==> src/rtl/pipe_skid_stage_pkg.sv <==
// Shared types for the pipeline stage register: occupancy state encoding and
// the packed per-stage control word whose all-zero value is the NOP bubble.
package pipe_skid_stage_pkg;

    // Encoded so that the state value equals the number of held beats.
    typedef enum logic [1:0] {
        ST_EMPTY = 2'd0,
        ST_ONE   = 2'd1,
        ST_TWO   = 2'd2
    } occ_state_e;

    typedef struct packed {
        logic       reg_write;
        logic       mem_write;
        logic [1:0] result_src;
        logic [3:0] alu_ctrl;
        logic       alu_src;
        logic       branch;
        logic       jump;
        logic [2:0] imm_src;
        logic [1:0] rsvd;
    } ex_ctrl_t;

    localparam int       CTRL_W_DEF = $bits(ex_ctrl_t);
    localparam ex_ctrl_t CTRL_NOP   = '0;

    function automatic logic [1:0] occ_of(input occ_state_e s);
        return s;
    endfunction

endpackage

==> src/rtl/pipe_skid_stage_slot.sv <==
// One {valid, data, ctrl} holding register. Clearing drops the beat and
// parks ctrl at the bubble value; data is left stale on purpose.
module pipe_skid_stage_slot
    import pipe_skid_stage_pkg::*;
#(
    parameter int                DATA_W      = 160,
    parameter int                CTRL_W      = CTRL_W_DEF,
    parameter logic [CTRL_W-1:0] CTRL_BUBBLE = '0
) (
    input  logic              clk,
    input  logic              rst_n,
    input  logic              load_i,
    input  logic              clear_i,
    input  logic [DATA_W-1:0] data_i,
    input  logic [CTRL_W-1:0] ctrl_i,
    output logic              valid_o,
    output logic [DATA_W-1:0] data_o,
    output logic [CTRL_W-1:0] ctrl_o
);

    logic              valid_q;
    logic [DATA_W-1:0] data_q;
    logic [CTRL_W-1:0] ctrl_q;

    always_ff @(posedge clk or negedge rst_n) begin
        if (!rst_n) begin
            valid_q <= 1'b0;
            data_q  <= '0;
            ctrl_q  <= CTRL_BUBBLE;
        end else if (clear_i) begin
            valid_q <= 1'b0;
            ctrl_q  <= CTRL_BUBBLE;
        end else if (load_i) begin
            valid_q <= 1'b1;
            data_q  <= data_i;
            ctrl_q  <= ctrl_i;
        end
    end

    assign valid_o = valid_q;
    assign data_o  = data_q;
    assign ctrl_o  = ctrl_q;

endmodule

==> src/rtl/pipe_skid_stage.sv <==
// Pipeline stage register with valid/ready handshake and a 2-entry skid buffer.
// Handshake: a beat moves when valid & ready are both high at a rising edge.
module pipe_skid_stage
    import pipe_skid_stage_pkg::*;
#(
    parameter int                DATA_W      = 160,
    parameter int                CTRL_W      = CTRL_W_DEF,
    parameter logic [CTRL_W-1:0] CTRL_BUBBLE = CTRL_W'(CTRL_NOP),
    parameter bit                SKID_EN     = 1'b1
) (
    input  logic              clk,
    input  logic              rst_n,
    input  logic              in_valid,
    output logic              in_ready,
    input  logic [DATA_W-1:0] in_data,
    input  logic [CTRL_W-1:0] in_ctrl,
    input  logic              flush,
    output logic              out_valid,
    input  logic              out_ready,
    output logic [DATA_W-1:0] out_data,
    output logic [CTRL_W-1:0] out_ctrl,
    output logic [1:0]        occupancy,
    output logic [1:0]        state_dbg
);

    occ_state_e state_q, state_d;
    logic       in_ready_q;
    logic       push, pop;

    logic              main_load, main_from_skid, main_clear;
    logic              skid_load, skid_clear;
    logic [DATA_W-1:0] main_din;
    logic [CTRL_W-1:0] main_cin;

    logic              skid_valid;
    logic [DATA_W-1:0] skid_data;
    logic [CTRL_W-1:0] skid_ctrl;

    assign push = in_valid & in_ready;
    assign pop  = out_valid & out_ready;

    always_comb begin
        state_d        = state_q;
        main_load      = 1'b0;
        main_from_skid = 1'b0;
        main_clear     = 1'b0;
        skid_load      = 1'b0;
        skid_clear     = 1'b0;
        if (flush) begin
            // A pop this cycle still completes downstream; everything held or offered is dropped.
            state_d    = ST_EMPTY;
            main_clear = 1'b1;
            skid_clear = 1'b1;
        end else begin
            case (state_q)
                ST_EMPTY: begin
                    if (push) begin
                        main_load = 1'b1;
                        state_d   = ST_ONE;
                    end
                end
                ST_ONE: begin
                    if (push && pop) begin
                        main_load = 1'b1;
                    end else if (push) begin
                        skid_load = 1'b1;
                        state_d   = ST_TWO;
                    end else if (pop) begin
                        main_clear = 1'b1;
                        state_d    = ST_EMPTY;
                    end
                end
                ST_TWO: begin
                    if (pop) begin
                        main_load      = 1'b1;
                        main_from_skid = 1'b1;
                        skid_clear     = 1'b1;
                        state_d        = ST_ONE;
                    end
                end
                default: begin
                    state_d    = ST_EMPTY;
                    main_clear = 1'b1;
                    skid_clear = 1'b1;
                end
            endcase
        end
    end

    always_ff @(posedge clk or negedge rst_n) begin
        if (!rst_n) begin
            state_q    <= ST_EMPTY;
            in_ready_q <= 1'b1;
        end else begin
            state_q    <= state_d;
            in_ready_q <= (state_d != ST_TWO);
        end
    end

    // With the skid buffer, ready comes straight from a flop so stalls never chain combinationally.
    assign in_ready = SKID_EN ? in_ready_q : (out_ready | ~out_valid);

    assign main_din = main_from_skid ? skid_data : in_data;
    assign main_cin = main_from_skid ? skid_ctrl : in_ctrl;

    pipe_skid_stage_slot #(
        .DATA_W      (DATA_W),
        .CTRL_W      (CTRL_W),
        .CTRL_BUBBLE (CTRL_BUBBLE)
    ) u_main (
        .clk     (clk),
        .rst_n   (rst_n),
        .load_i  (main_load),
        .clear_i (main_clear),
        .data_i  (main_din),
        .ctrl_i  (main_cin),
        .valid_o (out_valid),
        .data_o  (out_data),
        .ctrl_o  (out_ctrl)
    );

    pipe_skid_stage_slot #(
        .DATA_W      (DATA_W),
        .CTRL_W      (CTRL_W),
        .CTRL_BUBBLE (CTRL_BUBBLE)
    ) u_skid (
        .clk     (clk),
        .rst_n   (rst_n),
        .load_i  (skid_load),
        .clear_i (skid_clear),
        .data_i  (in_data),
        .ctrl_i  (in_ctrl),
        .valid_o (skid_valid),
        .data_o  (skid_data),
        .ctrl_o  (skid_ctrl)
    );

    assign occupancy = occ_of(state_q);
    assign state_dbg = state_q;

    a_bubble: assert property (@(posedge clk) disable iff (!rst_n)
        !out_valid |-> out_ctrl == CTRL_BUBBLE);
    a_occ_max: assert property (@(posedge clk) disable iff (!rst_n)
        occupancy <= 2'd2);
    a_ready_full: assert property (@(posedge clk) disable iff (!rst_n)
        (SKID_EN && !in_ready) |-> occupancy == 2'd2);
    a_skid_held: assert property (@(posedge clk) disable iff (!rst_n)
        (state_q == ST_TWO) |-> skid_valid);

endmodule

==> config.mk <==
export PLATFORM = sky130hd
export DESIGN_NAME = pipe_skid_stage
export DESIGN_NICKNAME = d
export VERILOG_FILES = /design/src/rtl/pipe_skid_stage_pkg.sv /design/src/rtl/pipe_skid_stage_slot.sv /design/src/rtl/pipe_skid_stage.sv
export SDC_FILE = /design/constraint.sdc
export NUM_CORES = 1
export LEC_CHECK = 0
export CORE_MARGIN = 8
export CORE_UTILIZATION = 53
export DETAILED_ROUTE_END_ITERATION = 8
export PLACE_DENSITY = 0.83
export SYNTH_ARGS = -nofsm -noshare
export SYNTH_HDL_FRONTEND = slang
export SYNTH_HIERARCHICAL = 1
export SYNTH_SLANG_ARGS = --single-unit
==> constraint.sdc <==
create_clock -name clk -period 5 [get_ports clk]
set_input_delay 0.5 -clock clk [delete_from_list [all_inputs] [get_ports clk]]
set_output_delay 0.5 -clock clk [all_outputs]
set_load 0.05 [all_outputs]
; Word-level counts from Yosys, hierarchy flattened
; Index checks and enable logic that the tools add are counted.
[totals]
ff_bits = 356
latch_bits = 0
ramBits = 0
rom_bits = 0
in_bits = 181
output_inout_bits = 182
wordCells = 53
n_memories = 0
[classes]
n_addsub = 0
n_mul = 0
n_div = 0
order_cmp = 0
eq_ne = 3
shifts = 0
muxes = 31
bitwise_logic = 4
reduce_logical = 8
[ops]
columns = op, n
row1 = $mux W160, 1
row2 = $mux W16, 5
row3 = $mux W1, 15
row4 = $mux W2, 6
row5 = $pmux W2 S3, 1
row6 = $pmux W1 S2, 2
row7 = $reduce_and A2 Y1, 2
row8 = $reduce_bool A2 Y1, 2
row9 = $reduce_or A2 Y1, 2
row10 = $pmux W1 S3, 1
row11 = $and A1 B1 Y1, 2
row12 = $eq A2 B1 Y1 const B, 1
row13 = $eq A2 B2 Y1 const B, 1
row14 = $logic_not A2 Y1, 1
row15 = $ne A2 B2 Y1 const B, 1
row16 = $not A1 Y1, 2
row17 = $logic_and A1 B1 Y1, 1

; Depth between registers and ports, before layout
[logic_depth]
ltp_word = 8
ltp_mapped = 9
ltp_nobuf = 5

; Cells and area by module
; The synthesis kept the hierarchy.
[by_module_without_submodules]
columns = module, n_inst, cells_per_inst, area_per_inst_um2, seq_area_each_um2
row1 = pipe_skid_stage_slot, 2, 394, 7079.3, 4429.2
row2 = pipe_skid_stage, 1, 221, 2368.5, 76.3

; Worst setup path before layout
; OpenSTA, ideal clock, no wires.
[synth_path]
path_kind = reg2reg
startpoint = register u_main.valid_q, in the netlist u_main/valid_o
endpoint = register u_main.data_q[100], in the netlist u_main/data_o[100]
setup_time_ns = 0.125
t_arrival_ns = 2.263
required_ns = 4.875
setup_slack_ns = 2.612
stages_incl_launch_ff = 10
n_path_buf = 4
period_less_slack_ns = 2.388
path_cell_list = dfrtp_1 -> and2_0 -> o21ai_0 -> a21oi_1 -> buf_6 -> nor2b_4 -> buf_6 -> buf_8 -> buf_8 -> mux2_4
[synth_between]
elab_cells_between_ends = 15
cone_classes = mux (11) / bitwise (2) / reduce/logical (2)
[synth_lines]
columns = element, line_no
row1 = from (decl), pipe_skid_stage_slot.sv:21  ; logic valid_q;
row2 = from (signal assigned), pipe_skid_stage_slot.sv:27  ; valid_q <= 1'b0;
row3 = from (signal assigned), pipe_skid_stage_slot.sv:31  ; valid_q <= 1'b0;
row4 = from (signal assigned), pipe_skid_stage_slot.sv:34  ; valid_q <= 1'b1;
row5 = $and A1 B1 Y1 *, pipe_skid_stage.sv:40  ; assign pop = out_valid & out_ready;
row6 = $logic_and A1 B1 Y1, pipe_skid_stage.sv:63  ; if (push && pop) begin
row7 = $mux W1, pipe_skid_stage.sv:63
row8 = $pmux W1 S3 *, pipe_skid_stage.sv:55  ; case (state_q)
row9 = $mux W1 *, pipe_skid_stage.sv:49  ; if (flush) begin
row10 = via main_load, pipe_skid_stage.sv:30  ; logic main_load, main_from_skid, main_clear;
row11 = $reduce_and A2 Y1 (no source line) *, n/a
row12 = to (signal assigned), pipe_skid_stage_slot.sv:35  ; data_q <= data_i;
row13 = to (decl), pipe_skid_stage_slot.sv:22  ; logic [DATA_W-1:0] data_q;
; The timed path passes the listed nets; every way through them passes the cells marked *.
; A chain may end at the register's enable or synchronous reset.

; Worst setup path in the final report
[layout_path]
startpoint = register u_main.valid_q, in the netlist u_main/valid_o
endpoint = register u_skid.data_q[40], in the netlist u_skid/data_o[40]
[layout_between]
elab_chain_cells = 6
elab_cells_between_ends = 10
cone_classes = mux (6) / bitwise (2) / reduce/logical (2)
[layout_rtl]
columns = element, line_no
row1 = $and A1 B1 Y1, pipe_skid_stage.sv:40
row2 = $mux W1, pipe_skid_stage.sv:74  ; if (pop) begin
row3 = $pmux W1 S2, pipe_skid_stage.sv:55
row4 = $mux W1, pipe_skid_stage.sv:49
row5 = via skid_clear, pipe_skid_stage.sv:31  ; logic skid_load, skid_clear;
row6 = $not A1 Y1 (no source line), n/a
row7 = $reduce_and A2 Y1 (no source line), n/a
row8 = to (signal assigned), pipe_skid_stage_slot.sv:35
row9 = to (decl), pipe_skid_stage_slot.sv:22
; The timed path passes the listed nets, and every way through them passes these cells.

==> Implementation_results.wiki <==
{| class="wikitable"
! Metric !! Value
|-
| Number of top-level design ports || 363
|-
| Finished layout cell area || 0.02161 mm²
|-
| Height of the die || 192.4 µm
|-
| DR WL/cell || 22.30 µm
|-
| Worst clock skew || 0.009349 ns
|-
| Syn nets || 1187
|-
| Critical path startpoint category || flip-flop
|-
| Standard cell area after detailed placement || 0.02023 mm²
|-
| Routed WL || 39.80 mm
|-
| Endpoints failing hold || 23
|-
| Area of the die || 0.03702 mm²
|-
| Reg-to-reg startpoint || u_main/valid_o$_DFFE_PN0P_
|-
| Final global-route overflow total || 0
|-
| Core Footprint || 0.03059 mm²
|-
| Class of the worst hold path || in -> async
|-
| RSZ-0062 raised after global routing || no
|-
| Total via count in the routed design || 9532
|-
| Number of setup violations in the final report || 0
|-
| Number of hold buffers added after CTS || 0
|-
| Area taken by flip-flops and latches || 0.008910 mm²
|-
| Worst Path Class, Setup || reg -> reg
|-
| CTS tree || built
|-
| Final slew viol count || 0
|-
| Category of the worst setup path capture point || flip-flop
|-
| Wire length of the first global-routing pass || 62.14 mm
|-
| Post-route worst hold slack || -0.01791 ns
|-
| First-pass iteration count of the detailed router || 4
|-
| Number of antenna violations at the first check in global routing || 1
|-
| Combined buffer and inverter count along the critical path || 1
|-
| Areal power density over the cells || 546.1 mW/mm²
|-
| Clock buffer count from CTS || 38
|-
| Footprint of the multi-input gates || 0.006962 mm²
|-
| Initial Util || 53.92%
|-
| Syn Inst Count || 1006
|-
| Register-to-register setup slack || 2.22 ns
|-
| Global placer's final weighted congestion || 0.8095
|-
| Data arrival at the endpoint of the critical path || 3.18 ns
|-
| Post-DP HPWL || 26.60 mm
|-
| Layout Nets || 1539
|-
| I/O Buffers || 362
|-
| Clk Tree Root Cell || sky130_fd_sc_hd__clkbuf_16
|-
| Slew margin rel. || 31.47%
|-
| Period utilization || 55.62%
|-
| CTS clock-pin slew for the worst setup and hold paths || 0.06 ns
|-
| Standard-cell row count || 64
|-
| Top Family by Delay on Critical Path || simple AND/OR/NAND/NOR gates
|-
| Peak ir drop on the vdd network || 0.3128 mV
|-
| H-tree levels || 2
|-
| Slowest CP cell || sky130_fd_sc_hd__nand2b_1
|-
| Clock latency on the worst-skew pair || 0.51 ns
|-
| Maximum number of pins on one net before global-route repair || 140
|-
| Postcts setup bufs || 0
|-
| Achievable clock frequency || 0.3596 GHz
|-
| Mapped cell area || 0.01649 mm²
|-
| DRT antenna net count || 0
|-
| Syn Area/Cell || 16.40 µm²
|-
| Longest individual stage delay on the worst path || 0.45 ns
|-
| Max-cap viol count || 0
|-
| Share of final-layout standard cells stronger than drive strength 1 || 40.58%
|-
| Buffers from clock root to sink, at most || 3
|-
| Layout overhead on the synthesized area || 31.03%
|-
| Time the final worst path needs with I/O delays and setup || 2.781 ns
|-
| Number of global-route vias before repair || 10896
|-
| Width of the chip || 192.4 µm
|-
| Final routed DRC violation total || 0
|-
| YS warnings || 6
|-
| Cells along the critical path || and2_0, o21ai_0, nand2b_1, nor2b_4, buf_12, mux2_2
|-
| Depth of the most critical reg-to-reg path || 6
|-
| Violated checks || hold timing
|-
| Reported leakage power || 9.271 nW
|-
| Clock Sink Count || 356
|-
| Maximum fanout encountered on the critical timing path || 94
|-
| Aggregate negative setup slack || 0 ns
|-
| Required time worst endpoint || 5.40 ns
|-
| Run status || finished, violations left
|-
| Launch point of the critical path || u_main/valid_o$_DFFE_PN0P_
|-
| Global router's overall resource usage || 21.12%
|-
| Slew at the pin with the worst max-slew slack || 1.025 ns
|-
| Endpoint of the lowest-slack register-to-register path || u_skid/data_o[40]$_DFFE_PN0P_
|-
| Initial DRC count || 480
|-
| Layout filler cell count || 2002
|-
| Number of cells upsized or downsized after cts || 0
|-
| Vias per cell || 5.340
|}
[final cells by class]
class / count / area share, %
clock buffers: 52 / 5.158
repair buffers: 378 / 17.87
clock inverters: 15 / 1.204
well taps: 396 / 2.292
flip-flops and latches: 356 / 41.22
multi-input cells: 584 / 32.21
diodes: 4 / 0.04631
[registers in the layout (all words and copies together) (netlist names)]
signal / cells
u_skid/data_o: 160
u_main/data_o: 160
u_main/ctrl_o: 16
u_skid/ctrl_o: 16
occupancy: 2
in_ready: 1
u_main/valid_o: 1
[power by group]
part	switching, W	leakage [nW]	total, W	internal, W
logic	0.00239	4.19	0.00436	0.00197
registers	0.000560	4.40	0.00438	0.00382
clock network	0.00114	0.678	0.00306	0.00192
total	0.00409	9.27	0.0118	0.00772
[per-stage QoR]
stage | setup WS [ns] | total power [W] | cells | util, %
2_1_floorplan | 2.612 | 0.007219 | 1006 | -
3_3_place_gp | 1.740 | 0.008641 | 1714 | 66.13
3_5_place_dp | 1.722 | 0.008766 | 1714 | 66.13
4_1_cts | 2.191 | 0.01192 | 1781 | 70.62
5_1_grt | 2.094 | 0.01229 | 1782 | 70.63
6_report | 2.219 | 0.01180 | 1785 | 70.66
[per-layer routing]
metal  track usage [%]  wire (µm)
met3             7.589       3365
met5                 0          0
met1             26.73      16660
met4             7.168       1095
met2             33.30      18680
[layout by cell type, fill, tap and decap left out, types with 2 or more instances in the layout]
| cell type | instances |
|---|---|
| sky130_fd_sc_hd__nor2b_4 | 2 |
| sky130_fd_sc_hd__buf_4 | 7 |
| sky130_fd_sc_hd__a21o_1 | 2 |
| sky130_fd_sc_hd__inv_6 | 2 |
| sky130_fd_sc_hd__clkinv_2 | 5 |
| sky130_fd_sc_hd__bufinv_16 | 7 |
| sky130_fd_sc_hd__dfrtp_1 | 355 |
| sky130_fd_sc_hd__o21ai_0 | 2 |
| sky130_fd_sc_hd__mux2_1 | 21 |
| sky130_fd_sc_hd__buf_12 | 9 |
| sky130_fd_sc_hd__nand2b_1 | 2 |
| sky130_fd_sc_hd__diode_2 | 4 |
| sky130_fd_sc_hd__nor2_1 | 34 |
| sky130_fd_sc_hd__mux2_4 | 200 |
| sky130_fd_sc_hd__clkbuf_8 | 9 |
| sky130_fd_sc_hd__mux2_2 | 275 |
| sky130_fd_sc_hd__clkbuf_1 | 4 |
| sky130_fd_sc_hd__nand2_1 | 3 |
| sky130_fd_sc_hd__mux2i_1 | 32 |
| sky130_fd_sc_hd__clkdlybuf4s50_1 | 361 |
| sky130_fd_sc_hd__clkbuf_16 | 39 |
[worst reg2reg max path, delay by kind of cell (launching register included)]
kind	cells	cell delay, ns
simple gates	3	1.05
mux	1	0.59
buf+inv	1	0.44
flops	1	0.41
compound gates	1	0.19
[how the worst max path moves through the flow]
| stage | endpoint | slack [ns] | cells after the start |
|---|---|---|---|
| after floorplan | u_main/data_o[100]$_DFFE_PN0P_ | 2.61 | 9 |
| after global placement | u_main/data_o[50]$_DFFE_PN0P_ | 1.74 | 8 |
| after detailed placement | u_main/data_o[155]$_DFFE_PN0P_ | 1.72 | 5 |
| after CTS | u_main/data_o[155]$_DFFE_PN0P_ | 2.19 | 5 |
| after global routing | u_main/data_o[50]$_DFFE_PN0P_ | 2.09 | 8 |
| final | u_skid/data_o[40]$_DFFE_PN0P_ | 2.22 | 6 |
Power figures use the tool's default switching activity.
